### config.mk
export PLATFORM = sky130hd
export DESIGN_NAME = led_sweeper_flat
export DESIGN_NICKNAME = d
export VERILOG_FILES = /design/src/rtl/led_sweeper_if.sv /design/src/rtl/led_sweeper.sv /design/src/flat_wrapper.sv
export SDC_FILE = /design/constraint.sdc
export NUM_CORES = 1
export LEC_CHECK = 0
export CORE_UTILIZATION = 52
export CTS_CLUSTER_DIAMETER = 40
export CTS_CLUSTER_SIZE = 14
export DETAILED_ROUTE_END_ITERATION = 10
export PLACE_DENSITY = 0.79
export SLEW_MARGIN = 20
export SYNTH_ARGS = -nofsm -noshare
export SYNTH_HDL_FRONTEND = slang
export SYNTH_SLANG_ARGS = --single-unit
export TNS_END_PERCENT = 5
### constraint.sdc
create_clock -name clk -period 4.6 [get_ports clk]
set_clock_uncertainty 0.05 [all_clocks]
set_input_delay 0.92 -clock clk [delete_from_list [all_inputs] [get_ports clk]]
set_output_delay 0.92 -clock clk [all_outputs]
set_load 0.005 [all_outputs]
### src/rtl/led_sweeper_if.sv
// Control and display signals of the LED pattern generator.
// The controller drives en/mode; the sweeper drives the LED bank and status.
interface led_sweeper_if #(
  parameter int N = 8
);
  logic         en;
  logic [1:0]   mode;
  logic [N-1:0] led_out;
  logic         dir;
  logic         step;

  modport master (
    output en,
    output mode,
    input  led_out,
    input  dir,
    input  step
  );

  modport slave (
    input  en,
    input  mode,
    output led_out,
    output dir,
    output step
  );
endinterface

### src/rtl/led_sweeper.sv
// N-wide LED pattern generator: prescaled step tick driving one of four patterns.
//
// state    | meaning
// M_FILL   | bar grows from bit 0 to all-ones, then shrinks back to bit 0
// M_SCAN   | single lit bit bounces between bit 0 and bit N-1
// M_ROTATE | lit pattern rotates toward the MSB, wrapping to bit 0
// M_BLINK  | whole bank inverts on every step
module led_sweeper #(
  parameter int N   = 8,
  parameter int DIV = 5000000
) (
  input  logic           clk,
  input  logic           rst,
  led_sweeper_if.slave   bus
);

  localparam int CW = (DIV > 1) ? $clog2(DIV) : 1;
  localparam logic [N-1:0] ONE  = N'(1);
  localparam logic [N-1:0] ONES = '1;
  localparam logic [N-1:0] MSB  = ONE << (N - 1);
  localparam logic [CW-1:0] CNT_LAST = CW'(DIV - 1);

  typedef enum logic [1:0] {
    M_FILL   = 2'd0,
    M_SCAN   = 2'd1,
    M_ROTATE = 2'd2,
    M_BLINK  = 2'd3
  } mode_t;

  mode_t         mode_q, mode_d, mode_in;
  logic [N-1:0]  led_q, led_d, led_n;
  logic          dir_q, dir_d, dir_n;
  logic          step_q, step_d;
  logic [CW-1:0] cnt_q, cnt_d;
  logic          tick;

  assign mode_in = mode_t'(bus.mode);
  assign tick    = bus.en && (cnt_q == CNT_LAST);

  always_ff @(posedge clk) begin
    if (rst) begin
      mode_q <= mode_in;
      led_q  <= ONE;
      dir_q  <= 1'b0;
      step_q <= 1'b0;
      cnt_q  <= '0;
    end else begin
      mode_q <= mode_d;
      led_q  <= led_d;
      dir_q  <= dir_d;
      step_q <= step_d;
      cnt_q  <= cnt_d;
    end
  end

  // Pattern one step ahead of the current one, for the latched mode.
  always_comb begin
    led_n = led_q;
    dir_n = 1'b0;
    unique case (mode_q)
      M_FILL: begin
        if (!dir_q) begin
          led_n = (led_q << 1) | ONE;
          dir_n = (led_n == ONES);
        end else begin
          led_n = led_q >> 1;
          dir_n = (led_n != ONE);
        end
      end
      M_SCAN: begin
        if (!dir_q) begin
          led_n = led_q << 1;
          dir_n = (led_n == MSB);
        end else begin
          led_n = led_q >> 1;
          dir_n = (led_n != ONE);
        end
      end
      M_ROTATE: begin
        led_n = (led_q << 1) | (led_q >> (N - 1));
        dir_n = 1'b0;
      end
      M_BLINK: begin
        led_n = ~led_q;
        dir_n = 1'b0;
      end
      default: begin
        led_n = led_q;
        dir_n = 1'b0;
      end
    endcase
    // A single LED has nowhere to move; only BLINK changes it.
    if (N == 1 && mode_q != M_BLINK) begin
      led_n = ONE;
      dir_n = 1'b0;
    end
  end

  // Mode reload outranks a coincident tick and ignores en.
  always_comb begin
    mode_d = mode_q;
    led_d  = led_q;
    dir_d  = dir_q;
    step_d = 1'b0;
    cnt_d  = cnt_q;
    if (mode_in != mode_q) begin
      mode_d = mode_in;
      led_d  = (mode_in == M_BLINK) ? ONES : ONE;
      dir_d  = 1'b0;
      cnt_d  = '0;
    end else if (bus.en) begin
      if (tick) begin
        cnt_d  = '0;
        led_d  = led_n;
        dir_d  = dir_n;
        step_d = 1'b1;
      end else begin
        cnt_d = cnt_q + CW'(1);
      end
    end
  end

  assign bus.led_out = led_q;
  assign bus.dir     = dir_q;
  assign bus.step    = step_q;

endmodule

### src/flat_wrapper.sv
// flat-port wrapper written by rule: the top's interface ports become plain ports
module led_sweeper_flat 
#(
  parameter int N   = 8,
  parameter int DIV = 5000000
)
  (clk, rst, bus_en, bus_mode, bus_led_out, bus_dir, bus_step);
  led_sweeper_if #(.N(N)) bus_i ();
  input  logic clk;
  input  logic rst;
  input wire logic [$bits(bus_i.en)-1:0] bus_en;
  input wire logic [$bits(bus_i.mode)-1:0] bus_mode;
  output wire logic [$bits(bus_i.led_out)-1:0] bus_led_out;
  output wire logic [$bits(bus_i.dir)-1:0] bus_dir;
  output wire logic [$bits(bus_i.step)-1:0] bus_step;
  assign bus_i.en = bus_en;
  assign bus_i.mode = bus_mode;
  assign bus_led_out = bus_i.led_out;
  assign bus_dir = bus_i.dir;
  assign bus_step = bus_i.step;
  led_sweeper #(.N(N), .DIV(DIV)) u_core (.clk(clk), .rst(rst), .bus(bus_i));
endmodule
Word level (Yosys, flattened, before mapping)
Cells that the tools add are included.

Bits in registers: 35. Word-level logic and storage cells: 42. Output and inout port bits: 10.

Bitwise logic cells: 3. Reductions and logical operators: 10. Equality and inequality tests: 9. Multiplexer cells: 14. Add/sub/neg operators: 1.

Operator list (count): $mux 8 (6); $pmux 8 s4 (1); $add 23x1->23 const B (1); $eq 23x23->1 const B (1); $mux 23 (1); $eq 7x7->1 const B (2); $not 8->8 (1); $or 8x1->8 (1); $ne 7x1->1 const B (1); $eq 2x2->1 const B (3); $reduce_bool 2->1 (3); $mux 2 (2); $reduce_and 2->1 (2); $reduce_or 2->1 (2); $mux 1 (3); $pmux 1 s3 (1); $reduce_or 3->1 (1); $eq 2x1->1 const B (1); $logic_not 2->1 (1); $ne 2x2->1 (1); $logic_and 1x1->1 (1); $not 1->1 (1).

Depth between registers and ports, before layout
Word-level depth: 5. Gate-level depth with buffers: 7.

Least setup slack after synthesis
OpenSTA, ideal clock, no wires.

Kind: input-to-reg. Start point: input bus_en. End point: register u_core.led_q[0], in the netlist u_core.bus.led_out[0]. Setup time: 120 ps. Stages on the path: 6. Arrival: 2315 ps. Data required time: 4430 ps. Path slack: 2115 ps. Path buffers: 2. Path through: nand3_2 > or4_1 > buf_2 > or2_1 > buf_6 > a211o_1.

Cells in the longest elaborated chain, start to end: 3. Elaborated cells on any way between the ends: 4. Classes of those cells: 4 x reduce/logical.

RTL lines: start: declaration (line flat_wrapper.sv:11) `input wire logic [$bits(bus_i.en)-1:0] bus_en;`; $logic_and 1x1->1 (line led_sweeper.sv:38) `assign tick = bus.en && (cnt_q == CNT_LAST);`; $reduce_bool 2->1 (no source line); $reduce_and 2->1 (no source line) (*); end signal: assignment (line led_sweeper.sv:49) `led_q <= led_d;`; end: declaration (line led_sweeper.sv:31) `logic [N-1:0] led_q, led_d, led_n;`.

Every way passes the cells marked *; elsewhere a longest branch is shown, timed or not. A chain may end at the register's enable or synchronous reset.

Worst setup path after layout
Start point: input bus_en. End point: register u_core.cnt_q[12].

Cells in the longest elaborated chain, start to end: 2.

RTL lines: $logic_and 1x1->1 (line led_sweeper.sv:38); $mux 23 (line led_sweeper.sv:112) `if (tick) begin`; end signal: assignment (line led_sweeper.sv:52) `cnt_q <= cnt_d;`; end: declaration (line led_sweeper.sv:34) `logic [CW-1:0] cnt_q, cnt_d;`.

Several ways; a longest one is shown, not always the timed one.

==> flow_summary_export.csv <==
group,metric,value,unit
synthesis,netlist_top_cells_count,"dfxtp_1, nand2_1, nor2_1",
clock_tree,clock_sinks,35,
sta,finalSetupTns,0,ps
finish,finalNetCount,226,
clock_tree,clock_path_buffers,2,
setup_path,cp-start-kind,"primary input",
grt,grt_overflow,0,
setup_path,cp_num_buf_inv,1,
setup_path,required,4760,ps
grt,gr-usage-all-layers,0.242,
setup_path,ff2ff_setup_slack,2120,ps
clock_tree,cts_tree,"done",
finish,layout-drive-gt1-share,0.0905,
synthesis,synth_top_family_by_area,"simple AND/OR/NAND/NOR gates",
synthesis,synth-compound-area-share,0.189,
clock_tree,clk_pin_slew,100,ps
run_status,status,"finished, final reports clean",
drt,ant_nets,0,
sta,setup_viol,0,
placement,globalplace.congestion,0.845,
finish,syn_to_final_growth,12.3,%
synthesis,syn_nets,214,
setup_path,crit_arrival,3210,ps
power,p_sw,153,uW
synthesis,synthesis.area,1810,sq um
drt,via_per_inst,6.07,
clock_tree,cts_setup_buffers,0,
power,ir_worst_vdd,211,uV
placement,portBuffers,14,
drt,drc,0,
power,switching_share,0.259,
synthesis,synth_fa_ha_area_frac,0.00690,
grt,grt_pass1_wl,6580,microns
sta,rsz0062_at_grt,"no",
drt,wire_per_inst,14.6,microns
synthesis,synth_top_area_share,0.364,
synthesis,synth.area.mux_share,0.0117,
setup_path,crit_slowest_cell,"or4_1",
power,p_leak,0.586,nW
synthesis,async_flop_share,0,
floorplan,start_util,0.544,
setup_path,critical_path_class,"primary input to flop",
sta,slew_violations,0,
power,clock_power_share,0.324,
job,drv_cap,0,
drt,dr.pass1.iters,4,
grt,grt_pass1_vias,1419,
drt,wl,3890,microns
sta,fin_crit_sh,0.663,
synthesis,synth.largest_area_cell,"dfxtp_1",
sta,relSlewSlack,0.476,
finish,diodes,0,
hold_path,hp-class,"flop to flop",
floorplan,die_w,61.1,microns
setup_path,path_cells,"clkdlybuf4s50_1 > nand3_2 > or4_1 > o21ai_2 > nor2_1",
grt,antenna_found_initial,0,
synthesis,ys_seq_elements,35,
synthesis,yosysMostFrequentCell,"dfxtp_1",
synthesis,synth-seq-area-share,0.397,
synthesis,ys_types,45,
drt,drt_iter0_markers,113,
synthesis,yosys-top-cells-area,"dfxtp_1, xnor2_1, nand3_1",
floorplan,core-area,3340,sq um
synthesis,synth-simple-area-share,0.291,
clock_tree,clock_latency,350,ps
power,power_frac_comb,0.113,
clock_tree,cts_root_buf,"clkbuf_4",
placement,dp_hpwl,2680,microns
synthesis,yosysWarnings,0,
drt,vias,1621,
clock_tree,h-tree-depth,2,
sta,max_freq,328,MHz
sta,tightest_slew,787,ps
placement,dp_cells,259,
setup_path,crit_family,"simple AND/OR/NAND/NOR gates",
setup_path,cpPeakStageDelay,720,ps
clock_tree,cts_resized,0,
grt,grt_max_degree,20,
power,seq_power_share,0.563,
power,power_per_cell_area,291,nW/um^2
synthesis,netlist_instances,208,
floorplan,boundaryPins,15,
synthesis,synth_edf_count,2,
floorplan,dieArea,3730,sq um
setup_path,crit_fanout,19,
clock_tree,holdBufCountCts,0,
sta,hold_viol,0,
sta,min_period,3050,ps
synthesis,avgSynthCellArea,8.72,sq um
synthesis,synth-xor-area-share,0.0676,
finish,num-fill-cells,301,
setup_path,end_kind,"flop",
power,intPower,439,uW
floorplan,core.rowCount,21,
finish,final_cells,267,
clock_tree,numCtsBuffers,5,
floorplan,die_y,61.1,microns
synthesis,synth_ff_type,"dfxtp_1",
per-layer routing:
layer,global-route usage,vias to the layer above,part of all wire
li1,-,814,-
met1,0.354,758,0.48
met2,0.340,41,0.45
met3,0.0504,8,0.051
met4,0.114,0,0.019
met5,0,-,0
flip-flops by register name, indices dropped and copies added, names as in the netlist:
signal / cells
u_core.bus.step: 1
u_core.mode_q: 2
u_core.cnt_q: 23
u_core.bus.dir: 1
u_core.bus.led_out: 8
cells by family (layout without fill, tap and decap cells):
family,after synthesis,in the layout
compound gates,45,45
xor+xnor,14,14
fa+ha+maj,1,1
buf+inv,15,28
flops,35,35
mux,2,2
simple gates,96,96
worst paths after layout:
path	end	startpoint	cells after the start
hold reg to reg	u_core.cnt_q[22]$_SDFFE_PP0P_	u_core.cnt_q[22]$_SDFFE_PP0P_	2
setup reg to reg	u_core.cnt_q[12]$_SDFFE_PP0P_	u_core.cnt_q[0]$_SDFFE_PP0P_	5
hold / removal	u_core.cnt_q[22]$_SDFFE_PP0P_	u_core.cnt_q[22]$_SDFFE_PP0P_	2
setup / recovery	u_core.cnt_q[12]$_SDFFE_PP0P_	bus_en	5
cells in the final DEF (no fill, tap or decap), types with 2 or more instances in the layout:
cell | Yosys | layout
o211ai_1 | 4 | 4
dfxtp_1 | 33 | 33
o21ai_0 | 6 | 6
clkbuf_4 | 0 | 5
edfxtp_1 | 2 | 2
or2_1 | 2 | 2
o31ai_1 | 4 | 4
clkdlybuf4s50_1 | 0 | 14
xor2_1 | 5 | 5
or4_1 | 8 | 8
a211o_1 | 2 | 2
nand3_1 | 14 | 14
nor2b_1 | 3 | 3
nor4_1 | 7 | 7
or3_1 | 4 | 4
nand4_1 | 6 | 6
nand2b_1 | 3 | 3
o221a_2 | 6 | 6
xnor2_1 | 9 | 9
a21oi_1 | 10 | 10
clkbuf_8 | 0 | 2
inv_1 | 6 | 6
nor4b_1 | 2 | 2
nand2_1 | 17 | 17
nor2_1 | 17 | 17
o221ai_1 | 6 | 6
or2_2 | 3 | 3
nor3_1 | 3 | 3
metrics by stage:
stage | total power, mW | util | hold WS (ps) | area [sq um] | setup WS [ps]
final | 0.593 | 0.610 | 444 | 2040 | 1550
after global routing | 0.616 | 0.610 | 466 | 2040 | 1320
after CTS | 0.595 | 0.610 | 438 | 2040 | 1520
after detailed placement | 0.407 | 0.590 | 425 | 1970 | 1140
after global placement | 0.406 | 0.590 | 415 | 1970 | 1240
after floorplan | 0.377 | - | 402 | 1810 | 2120
layout make-up:
| type | count | area (sq um) | share of cell area |
|---|---|---|---|
| Tap cell | 46 | 57.6 | 0.0283 |
| Inverter | 6 | 22.5 | 0.0111 |
| Sequential cell | 35 | 721 | 0.354 |
| Clock buffer | 8 | 68.8 | 0.0338 |
| Timing Repair Buffer | 14 | 140 | 0.0688 |
| Multi-Input combinational cell | 158 | 1030 | 0.504 |
worst min-delay path, cell delays in order (launching register included):
cell and delay, ps:
dfxtp_1 330, o21ai_0 70, a21oi_1 60
power by group through the flow:
stage               clock (mW)  sequential, mW  combinational [mW]
CTS                      0.194           0.333              0.0678
global placement             0           0.340              0.0661
global route             0.205           0.335              0.0753
detailed placement           0           0.340              0.0673
finish                   0.192           0.333              0.0673
floorplan                    0           0.333              0.0435
Power figures use the tool's default switching activity.
